### src/rtl/cache_ctrl_pkg.sv
// ---------------------------------------------------------------------------
// cache_ctrl_pkg
// Purpose : shared cache geometry and controller state encoding used by the
//           direct-mapped cache controller and its helper modules.
// Ports   : none (package)
// ---------------------------------------------------------------------------
package cache_ctrl_pkg;

   // Geometry: one 32-bit word per line, so the line offset is just the
   // byte offset inside that word.
   localparam int INDEX_LENGTH   = 4;
   localparam int CACHE_LINE_NUM = 1 << INDEX_LENGTH;
   localparam int TAG_LENGTH     = 32 - INDEX_LENGTH - 2;

   // Controller states, two-bit encoding.
   typedef enum logic [1:0] {
      CC_IDLE   = 2'd0,
      CC_MISS   = 2'd1,
      CC_REFILL = 2'd2,
      CC_WRITE  = 2'd3
   } cc_state_e;

endpackage : cache_ctrl_pkg

### src/rtl/cache_valid_bits.sv
// ---------------------------------------------------------------------------
// cache_valid_bits
// Purpose : per-line valid bit array with an asynchronous active-low clear
//           and a single set port. Kept separate so a set-associative
//           controller can instantiate one array per way.
// Ports   : clk       - clock
//           rst       - asynchronous active-low reset, clears every bit
//           set_en    - set the bit addressed by set_index on the next edge
//           set_index - line to mark valid
//           valid     - current valid bits, one per line
// ---------------------------------------------------------------------------
module cache_valid_bits #(
   parameter int LINE_NUM = 16,
   parameter int INDEX_W  = 4
) (
   input  logic                clk,
   input  logic                rst,
   input  logic                set_en,
   input  logic [INDEX_W-1:0]  set_index,
   output logic [LINE_NUM-1:0] valid
);

   logic [LINE_NUM-1:0] valid_d;
   logic [LINE_NUM-1:0] valid_q;

   // Bits are only ever set here; invalidation happens solely through reset.
   always_comb begin
      valid_d = valid_q;
      if (set_en) begin
         valid_d[set_index] = 1'b1;
      end
   end

   // Valid register, cleared asynchronously.
   always_ff @(posedge clk or negedge rst) begin
      if (!rst) begin
         valid_q <= '0;
      end else begin
         valid_q <= valid_d;
      end
   end

   assign valid = valid_q;

endmodule : cache_valid_bits

### src/rtl/cache_ctrl.sv
// ---------------------------------------------------------------------------
// cache_ctrl
// Purpose : direct-mapped, write-through, no-write-allocate cache controller.
//           Looks up the CPU address against the external tag RAM, serves
//           read hits in the request cycle, refills on read misses and
//           forwards every write to memory (updating the data RAM on hits).
// Ports   : clk, rst          - clock, asynchronous active-low reset
//           cpu_req/we/addr/wdata, cpu_rdata, cpu_ready - CPU load/store port
//           tag_w_en, tag_index, tag_in, tag_out        - tag RAM port
//           data_w_en, data_in, data_out                - data RAM port
//           mem_req/we/addr/wdata, mem_rdata, mem_ready - memory port
// ---------------------------------------------------------------------------
module cache_ctrl
   import cache_ctrl_pkg::*;
#(
   parameter int ADDR_WIDTH    = 32,
   parameter int DATA_WIDTH    = 32,
   parameter int OFFSET_LENGTH = 2
) (
   input  logic                    clk,
   input  logic                    rst,
   input  logic                    cpu_req,
   input  logic                    cpu_we,
   input  logic [ADDR_WIDTH-1:0]   cpu_addr,
   input  logic [DATA_WIDTH-1:0]   cpu_wdata,
   output logic [DATA_WIDTH-1:0]   cpu_rdata,
   output logic                    cpu_ready,
   output logic                    tag_w_en,
   output logic [INDEX_LENGTH-1:0] tag_index,
   output logic [TAG_LENGTH-1:0]   tag_in,
   input  logic [TAG_LENGTH-1:0]   tag_out,
   output logic                    data_w_en,
   output logic [DATA_WIDTH-1:0]   data_in,
   input  logic [DATA_WIDTH-1:0]   data_out,
   output logic                    mem_req,
   output logic                    mem_we,
   output logic [ADDR_WIDTH-1:0]   mem_addr,
   output logic [DATA_WIDTH-1:0]   mem_wdata,
   input  logic [DATA_WIDTH-1:0]   mem_rdata,
   input  logic                    mem_ready
);

   cc_state_e state_q, state_d;

   // Only the word address is kept; byte offsets never reach the memory port.
   logic [ADDR_WIDTH-1:OFFSET_LENGTH] addr_q, addr_d;
   logic [DATA_WIDTH-1:0]             wdata_q, wdata_d;
   logic [DATA_WIDTH-1:0]             rdata_q, rdata_d;
   logic                              hit_q, hit_d;

   logic [CACHE_LINE_NUM-1:0] valid;
   logic                      valid_set;
   logic [INDEX_LENGTH-1:0]   req_index;
   logic [INDEX_LENGTH-1:0]   lat_index;
   logic [TAG_LENGTH-1:0]     req_tag;
   logic [TAG_LENGTH-1:0]     lat_tag;
   logic                      hit;
   logic                      unused_offset;

   assign req_index     = cpu_addr[OFFSET_LENGTH +: INDEX_LENGTH];
   assign req_tag       = cpu_addr[ADDR_WIDTH-1 -: TAG_LENGTH];
   assign lat_index     = addr_q[OFFSET_LENGTH +: INDEX_LENGTH];
   assign lat_tag       = addr_q[ADDR_WIDTH-1 -: TAG_LENGTH];
   assign unused_offset = ^cpu_addr[OFFSET_LENGTH-1:0];

   // The tag RAM comes out of reset holding zeros, so a tag match alone
   // would falsely hit address 0 on a cold cache; the valid bit gates it.
   // tag_out reflects req_index only while IDLE, which is the only place
   // this hit is consumed.
   assign hit = valid[req_index] && (tag_out == req_tag);

   cache_valid_bits #(
      .LINE_NUM (CACHE_LINE_NUM),
      .INDEX_W  (INDEX_LENGTH)
   ) u_valid (
      .clk       (clk),
      .rst       (rst),
      .set_en    (valid_set),
      .set_index (lat_index),
      .valid     (valid)
   );

   // Next-state and output logic. All outputs are decoded from the current
   // state (plus hit/mem_ready), so an asynchronous reset drops the strobes
   // immediately and abandons any memory transaction in flight.
   always_comb begin
      state_d   = state_q;
      addr_d    = addr_q;
      wdata_d   = wdata_q;
      rdata_d   = rdata_q;
      hit_d     = hit_q;
      valid_set = 1'b0;
      cpu_ready = 1'b0;
      cpu_rdata = '0;
      tag_w_en  = 1'b0;
      tag_index = lat_index;
      tag_in    = lat_tag;
      data_w_en = 1'b0;
      data_in   = rdata_q;
      mem_req   = 1'b0;
      mem_we    = 1'b0;
      mem_addr  = {addr_q, {OFFSET_LENGTH{1'b0}}};
      mem_wdata = wdata_q;

      unique case (state_q)
         CC_IDLE: begin
            tag_index = req_index;
            if (cpu_req) begin
               if (cpu_we) begin
                  addr_d  = cpu_addr[ADDR_WIDTH-1:OFFSET_LENGTH];
                  wdata_d = cpu_wdata;
                  hit_d   = hit;
                  state_d = CC_WRITE;
               end else if (hit) begin
                  cpu_ready = 1'b1;
                  cpu_rdata = data_out;
               end else begin
                  addr_d  = cpu_addr[ADDR_WIDTH-1:OFFSET_LENGTH];
                  state_d = CC_MISS;
               end
            end
         end

         CC_MISS: begin
            mem_req = 1'b1;
            if (mem_ready) begin
               rdata_d = mem_rdata;
               state_d = CC_REFILL;
            end
         end

         CC_REFILL: begin
            tag_w_en  = 1'b1;
            data_w_en = 1'b1;
            valid_set = 1'b1;
            cpu_ready = 1'b1;
            cpu_rdata = rdata_q;
            state_d   = CC_IDLE;
         end

         CC_WRITE: begin
            mem_req = 1'b1;
            mem_we  = 1'b1;
            data_in = wdata_q;
            if (mem_ready) begin
               cpu_ready = 1'b1;
               // Write-through keeps a hit line coherent; a miss never allocates.
               data_w_en = hit_q;
               state_d   = CC_IDLE;
            end
         end

         default: state_d = CC_IDLE;
      endcase
   end

   // State and transaction registers.
   always_ff @(posedge clk or negedge rst) begin
      if (!rst) begin
         state_q <= CC_IDLE;
         addr_q  <= '0;
         wdata_q <= '0;
         rdata_q <= '0;
         hit_q   <= 1'b0;
      end else begin
         state_q <= state_d;
         addr_q  <= addr_d;
         wdata_q <= wdata_d;
         rdata_q <= rdata_d;
         hit_q   <= hit_d;
      end
   end

endmodule : cache_ctrl

### config.mk
export PLATFORM = sky130hd
export DESIGN_NAME = cache_ctrl
export DESIGN_NICKNAME = d
export VERILOG_FILES = /design/src/rtl/cache_ctrl_pkg.sv /design/src/rtl/cache_valid_bits.sv /design/src/rtl/cache_ctrl.sv
export SDC_FILE = /design/constraint.sdc
export NUM_CORES = 1
export LEC_CHECK = 0
export BUFFER_PORTS_ARGS = -buffer_cell sky130_fd_sc_hd__buf_2
export CORE_MARGIN = 3
export CORE_UTILIZATION = 29
export CTS_BUF_LIST = sky130_fd_sc_hd__clkbuf_4 sky130_fd_sc_hd__clkbuf_8 sky130_fd_sc_hd__clkbuf_16
export CTS_CLUSTER_SIZE = 30
export DETAILED_ROUTE_END_ITERATION = 6
export HOLD_SLACK_MARGIN = 0.15
export PLACE_DENSITY_LB_ADDON = 0.3
export SYNTH_ARGS = -nofsm -noshare
export SYNTH_HDL_FRONTEND = slang
export SYNTH_SLANG_ARGS = --single-unit
### constraint.sdc
create_clock -name clk -period 3.35 [get_ports clk]
set_input_delay 0.1675 -clock clk [delete_from_list [all_inputs] [get_ports clk]]
set_output_delay 0.1675 -clock clk [all_outputs]
set_load 0.01 [all_outputs]
# Word level (Yosys, flattened, before mapping)
# Cells that the tools add are included.
# op_classes
eq_ne,9
bitwise,1
mux,28
n_lt_le_gt_ge,3
n_reduce_logical,8
# ops
op,n
$mux 32,4
$pmux 32 s2,1
$mux 30,2
$eq 26x26->1,1
$or 16x16->16,1
$lt 4x5->1 const B,2
$mux 1,10
$mux 2,5
$ne 2x2->1 const B,4
$pmux 2 s4,1
$reduce_and 3->1,2
$bmux 1 s4,1
$demux 1 s4,1
$eq 2x2->1 const B,2
$ge 4x1->1 const B,1
$mux 4,1
$reduce_and 4->1,1
$ne 3x3->1 const B,1
$pmux 1 s3,1
$eq 2x1->1 const B,1
$logic_and 1x1->1,2
$logic_not 2->1,1
$pmux 1 s2,1
$reduce_and 2->1,1
$reduce_or 2->1,1
# totals
register_bits,113

# Logic depth before layout (Yosys ltp)
# logic_depth
word_depth,7
ltp_mapped,8
depth_no_buf,5

# Cells and area by module
# Synthesis repeated with hierarchy kept, for this count alone.
# hier_totals
hier_cells,496
hier_area_um2,5918.2
# modules_own_cells
mod,area_per_inst_um2,cells_per_inst,instances
cache_ctrl,5291.3,450,1
cache_valid_bits,626.9,46,1

# Worst setup path before layout
# No wires, ideal clock.
# synth_path
path_kind,register to output
startpoint,reg u_valid.valid_q[14] (netlist: u_valid.valid[14])
endpoint,out cpu_rdata[16]
path_stages_with_launch,8
t_required_ns,3.182
t_arrival_ns,1.795
n_path_buf,2
setup_slack_ns,1.388
path_cell_list,dfrtp_1 > mux4_1 > mux2i_1 > mux2i_1 > and4b_1 > buf_6 > buf_8 > a22o_1
# synth_via
elab_chain_cells,7
# synth_lines
item,line,text
start: declaration,cache_valid_bits.sv:24,logic [LINE_NUM-1:0] valid_q;
start signal: assignment,cache_valid_bits.sv:39,valid_q <= valid_d;
$bmux 1 s4,cache_ctrl.sv:70,assign hit = valid[req_index] && (tag_out == req_tag);
$mux 1 (not written as such),cache_ctrl.sv:70,
$logic_and 1x1->1,cache_ctrl.sv:70,
$mux 32,cache_ctrl.sv:114,end else if (hit) begin
$mux 32,cache_ctrl.sv:109,if (cpu_we) begin
$mux 32,cache_ctrl.sv:108,if (cpu_req) begin
$pmux 32 s2,cache_ctrl.sv:105,unique case (state_q)
end: declaration,cache_ctrl.sv:26,"output logic [DATA_WIDTH-1:0] cpu_rdata,"
# Every way passes these cells. The select of a mux whose other input is x is not followed.

# Final worst setup path
# layout_path
startpoint,in cpu_addr[4]
endpoint,out cpu_rdata[14]
# layout_via
elab_chain_cells,7
# layout_lines
item,line,text
start: declaration,cache_ctrl.sv:24,"input logic [ADDR_WIDTH-1:0] cpu_addr,"
$bmux 1 s4,cache_ctrl.sv:70,
$mux 1 (not written as such),cache_ctrl.sv:70,
$logic_and 1x1->1,cache_ctrl.sv:70,
$mux 32,cache_ctrl.sv:114,
$mux 32,cache_ctrl.sv:109,
$mux 32,cache_ctrl.sv:108,
$pmux 32 s2,cache_ctrl.sv:105,
# Every way passes these cells. The select of a mux whose other input is x is not followed.

==> flow_summary.json <==
{
  "netlist_instances": 419,
  "tightest_slew_ps": 1038,
  "start_kind": "input pin",
  "clock-sinks": 113,
  "multi_input_area_um2": 2484,
  "power_frac_seq_pct": 33.5,
  "place.detailed.hpwl_mm": 12.79,
  "grt_pass1_vias": 5156,
  "drtAntennaViolNets": 0,
  "synth-compound-area-share_pct": 8.201,
  "diodes": 0,
  "cp-end-kind": "primary output",
  "cts_buffer_depth": 2,
  "internal_power_mw": 5.032,
  "viasPerCell": 4.431,
  "cts_buffers": 17,
  "hold_class": "in -> reg",
  "dpl.cell_count": 952,
  "path_clk_slew_ps": 60,
  "power.total_mw": 7.863,
  "wl_per_cell_um": 16.68,
  "cts_root_buf": "clkbuf_16",
  "tritoncts": "done",
  "power_frac_clock_pct": 24.0,
  "cp.arrival_ps": 2760,
  "p_sw_mw": 2.831,
  "crit_required_ps": 3180,
  "cts_resized": 0,
  "utilization_pct": 46.70,
  "grt-ovfl-total": 0,
  "fmax_ghz": 0.3418,
  "worstSkewPairLatency_ps": 410,
  "irDropWorstVdd_mv": 0.3454,
  "wl_mm": 18.02,
  "avgSynthCellArea_um2": 13.58,
  "core_area_um2": 19020,
  "setup_tns_ps": 0,
  "pwr-share-comb_pct": 42.5,
  "io_buffers": 317,
  "regArea_um2": 2828,
  "antenna_found_initial": 1,
  "grt_max_degree": 81,
  "relSlewSlack_pct": 30.78,
  "finClkSkew_ps": 7.366,
  "yosysTopAreaCellShare_pct": 49.69,
  "grtUsageTotal_pct": 16.77,
  "p_per_area_nw_per_um2": 885.2,
  "timing.hold.ws_ps": 179.5,
  "fin_nets": 966,
  "ys_ff_latch": 113,
  "nFillCells": 1824,
  "synthAdderAreaFrac_pct": 0,
  "syn-cell-area_um2": 5690,
  "syn2layout_area_growth_pct": 56.09,
  "die_area_um2": 21340,
  "synth_xor_area_share_pct": 4.002,
  "p_sw_share_pct": 36.00,
  "slew_viol_final": 0,
  "setup_viol": 0,
  "min_period_ps": 2926,
  "synth_top_area_cell": "dfrtp_1",
  "cts-htree-levels": 4,
  "synth_mux_area_share_pct": 28.10,
  "synth_top_family_by_area": "multiplexers",
  "ios": 322,
  "min_period_over_period_pct": 87.33,
  "initial_core_util_pct": 29.92,
  "yosys-top-cells-area": "dfrtp_1 (50%), mux2_2 (20%), mux2_1 (5.7%), a22o_1 (4.9%), xnor2_1 (4.0%)",
  "row_count": 50,
  "first_pass_iters": 4,
  "finalHoldViolations": 0,
  "p_leak_nw": 4.345,
  "final_cells": 1080,
  "num_vias": 4785,
  "die_height_um": 146.1,
  "crit_fanout": 33,
  "synth_cell_types": 35,
  "ys_seq_area_share_pct": 49.69,
  "path_class": "in -> out",
  "yosysWarnings": 0,
  "synthSimpleGateAreaFrac_pct": 3.012,
  "maxCapViolations": 0,
  "gp_congestion": 0.7800,
  "drive_gt1_share_pct": 56.95,
  "drc": 0,
  "outcome": "completed",
  "rsz0062_at_grt": "false",
  "grt_pass1_wl_mm": 28.35,
  "drt-initial-drc-count": 123,
  "die_width_um": 146.1
}
[what timing repair did]
| action | CTS | global route |
|---|---|---|
| buffers inserted | 0 | 0 |
| hold buffers | 96 | 0 |
| hold endpoints to repair | 174 | 0 |
[cell usage after synthesis]
library cell,n
a21boi_0,1
a21o_1,13
a21oi_1,1
a22o_1,32
a2bb2oi_1,1
a31o_2,4
a31oi_4,1
and3_1,2
and3b_1,1
and4b_1,1
buf_1,3
buf_2,3
buf_4,28
buf_6,5
buf_8,3
clkbuf_1,12
conb_1,1
dfrtp_1,113
inv_1,3
mux2_1,29
mux2_2,101
mux2i_1,3
mux4_1,4
nand2_1,6
nand3b_1,1
nand4_1,6
nand4b_1,1
nor2_1,5
nor2b_1,3
nor3b_1,1
nor4_1,2
o21ai_0,1
o22ai_1,1
or3_1,1
xnor2_1,26
[placed cells by master (no fill, tap or decap), drive strengths merged]
| cell type | count |
|---|---|
| buf | 326 |
| o21ai | 1 |
| a2bb2oi | 1 |
| a31oi | 1 |
| nand3b | 1 |
| and3b | 1 |
| nand4 | 6 |
| dlygate4sd3 | 96 |
| a21boi | 1 |
| conb | 2 |
| clkinv | 2 |
| dfrtp | 113 |
| nand2 | 6 |
| and3 | 2 |
| clkbuf | 18 |
| mux4 | 4 |
| clkinvlp | 4 |
| a21o | 13 |
| nor4 | 2 |
| nor2b | 3 |
| nor2 | 5 |
| o22ai | 1 |
| a21oi | 1 |
| and4b | 1 |
| inv | 8 |
| mux2i | 3 |
| mux2 | 130 |
| bufinv | 3 |
| nand4b | 1 |
| a31o | 4 |
| or3 | 1 |
| nor3b | 1 |
| a22o | 32 |
| xnor2 | 26 |
[layout make-up]
| type | instances | area share (%) |
|---|---|---|
| flip-flops and latches | 113 | 31.84 |
| clock buffers | 18 | 4.944 |
| multi-input cells | 250 | 27.96 |
| repair buffers | 422 | 29.47 |
| clock inverters | 14 | 2.000 |
| inverters | 3 | 0.1268 |
| well taps | 260 | 3.662 |
[power groups by stage]
stage | clock [mW] | combinational [mW] | sequential (mW)
6_report | 1.88 | 3.34 | 2.64
4_1_cts | 1.94 | 3.38 | 2.64
3_3_place_gp | 0 | 3.25 | 2.65
3_5_place_dp | 0 | 3.29 | 2.66
5_1_grt | 2.02 | 3.60 | 2.75
2_1_floorplan | 0 | 2.04 | 2.64
[registers in the layout, indices dropped and copies added, names as in the netlist]
signal	count
mem_wdata	32
u_valid.valid	16
addr_q	30
hit_q	1
state_q	2
rdata_q	32
[layer usage]
layer | part of all wire (%) | routed length (um) | global-route usage [%] | vias up
li1 | - | - | - | 2286
met1 | 41 | 7395 | 19.93 | 2312
met2 | 52 | 9292 | 29.24 | 157
met3 | 5.2 | 930 | 4.252 | 28
met4 | 2.2 | 390 | 6.444 | 2
met5 | 0.056 | 10 | 0 | -
[final timing paths]
check	startpoint	to	slack (ps)	depth (start not counted)
setup / recovery	cpu_addr[4]	cpu_rdata[14]	420	9
hold / removal	cpu_req	state_q[1]	180	5
setup reg to reg	state_q[0]	mem_wdata[13]	980	4
hold reg to reg	u_valid.valid[6]	u_valid.valid[6]	450	1
max in group asynchronous	rst	addr_q[23]	1930	3
min in group asynchronous	rst	rdata_q[6]	520	2
[kinds of logic after synthesis]
| group | count (synthesis) |
|---|---|
| AO/OA/AOI/OAI | 55 |
| XOR/XNOR | 26 |
| buffers and inverters | 57 |
| flip-flops | 113 |
| multiplexers | 137 |
| other | 1 |
| AND/OR/NAND/NOR | 30 |
[worst max-delay path, cell delays in order]
cell           delay (ps)
dlygate4sd3_1         520
buf_2                 200
mux4_1                570
mux2i_1               180
mux2i_1               180
and4b_1               260
buf_4                 260
a22o_1                250
buf_2                 140
[per-stage QoR]
stage / instance area [um2] / setup WS [ps]
4_1_cts: 8882 / 403.3
5_1_grt: 8882 / 252.4
3_5_place_dp: 7305 / 932.3
6_report: 8882 / 424.4
2_1_floorplan: 5694 / 1388
3_3_place_gp: 7305 / 928.5
No activity file was read; power rests on OpenSTA's default activity.
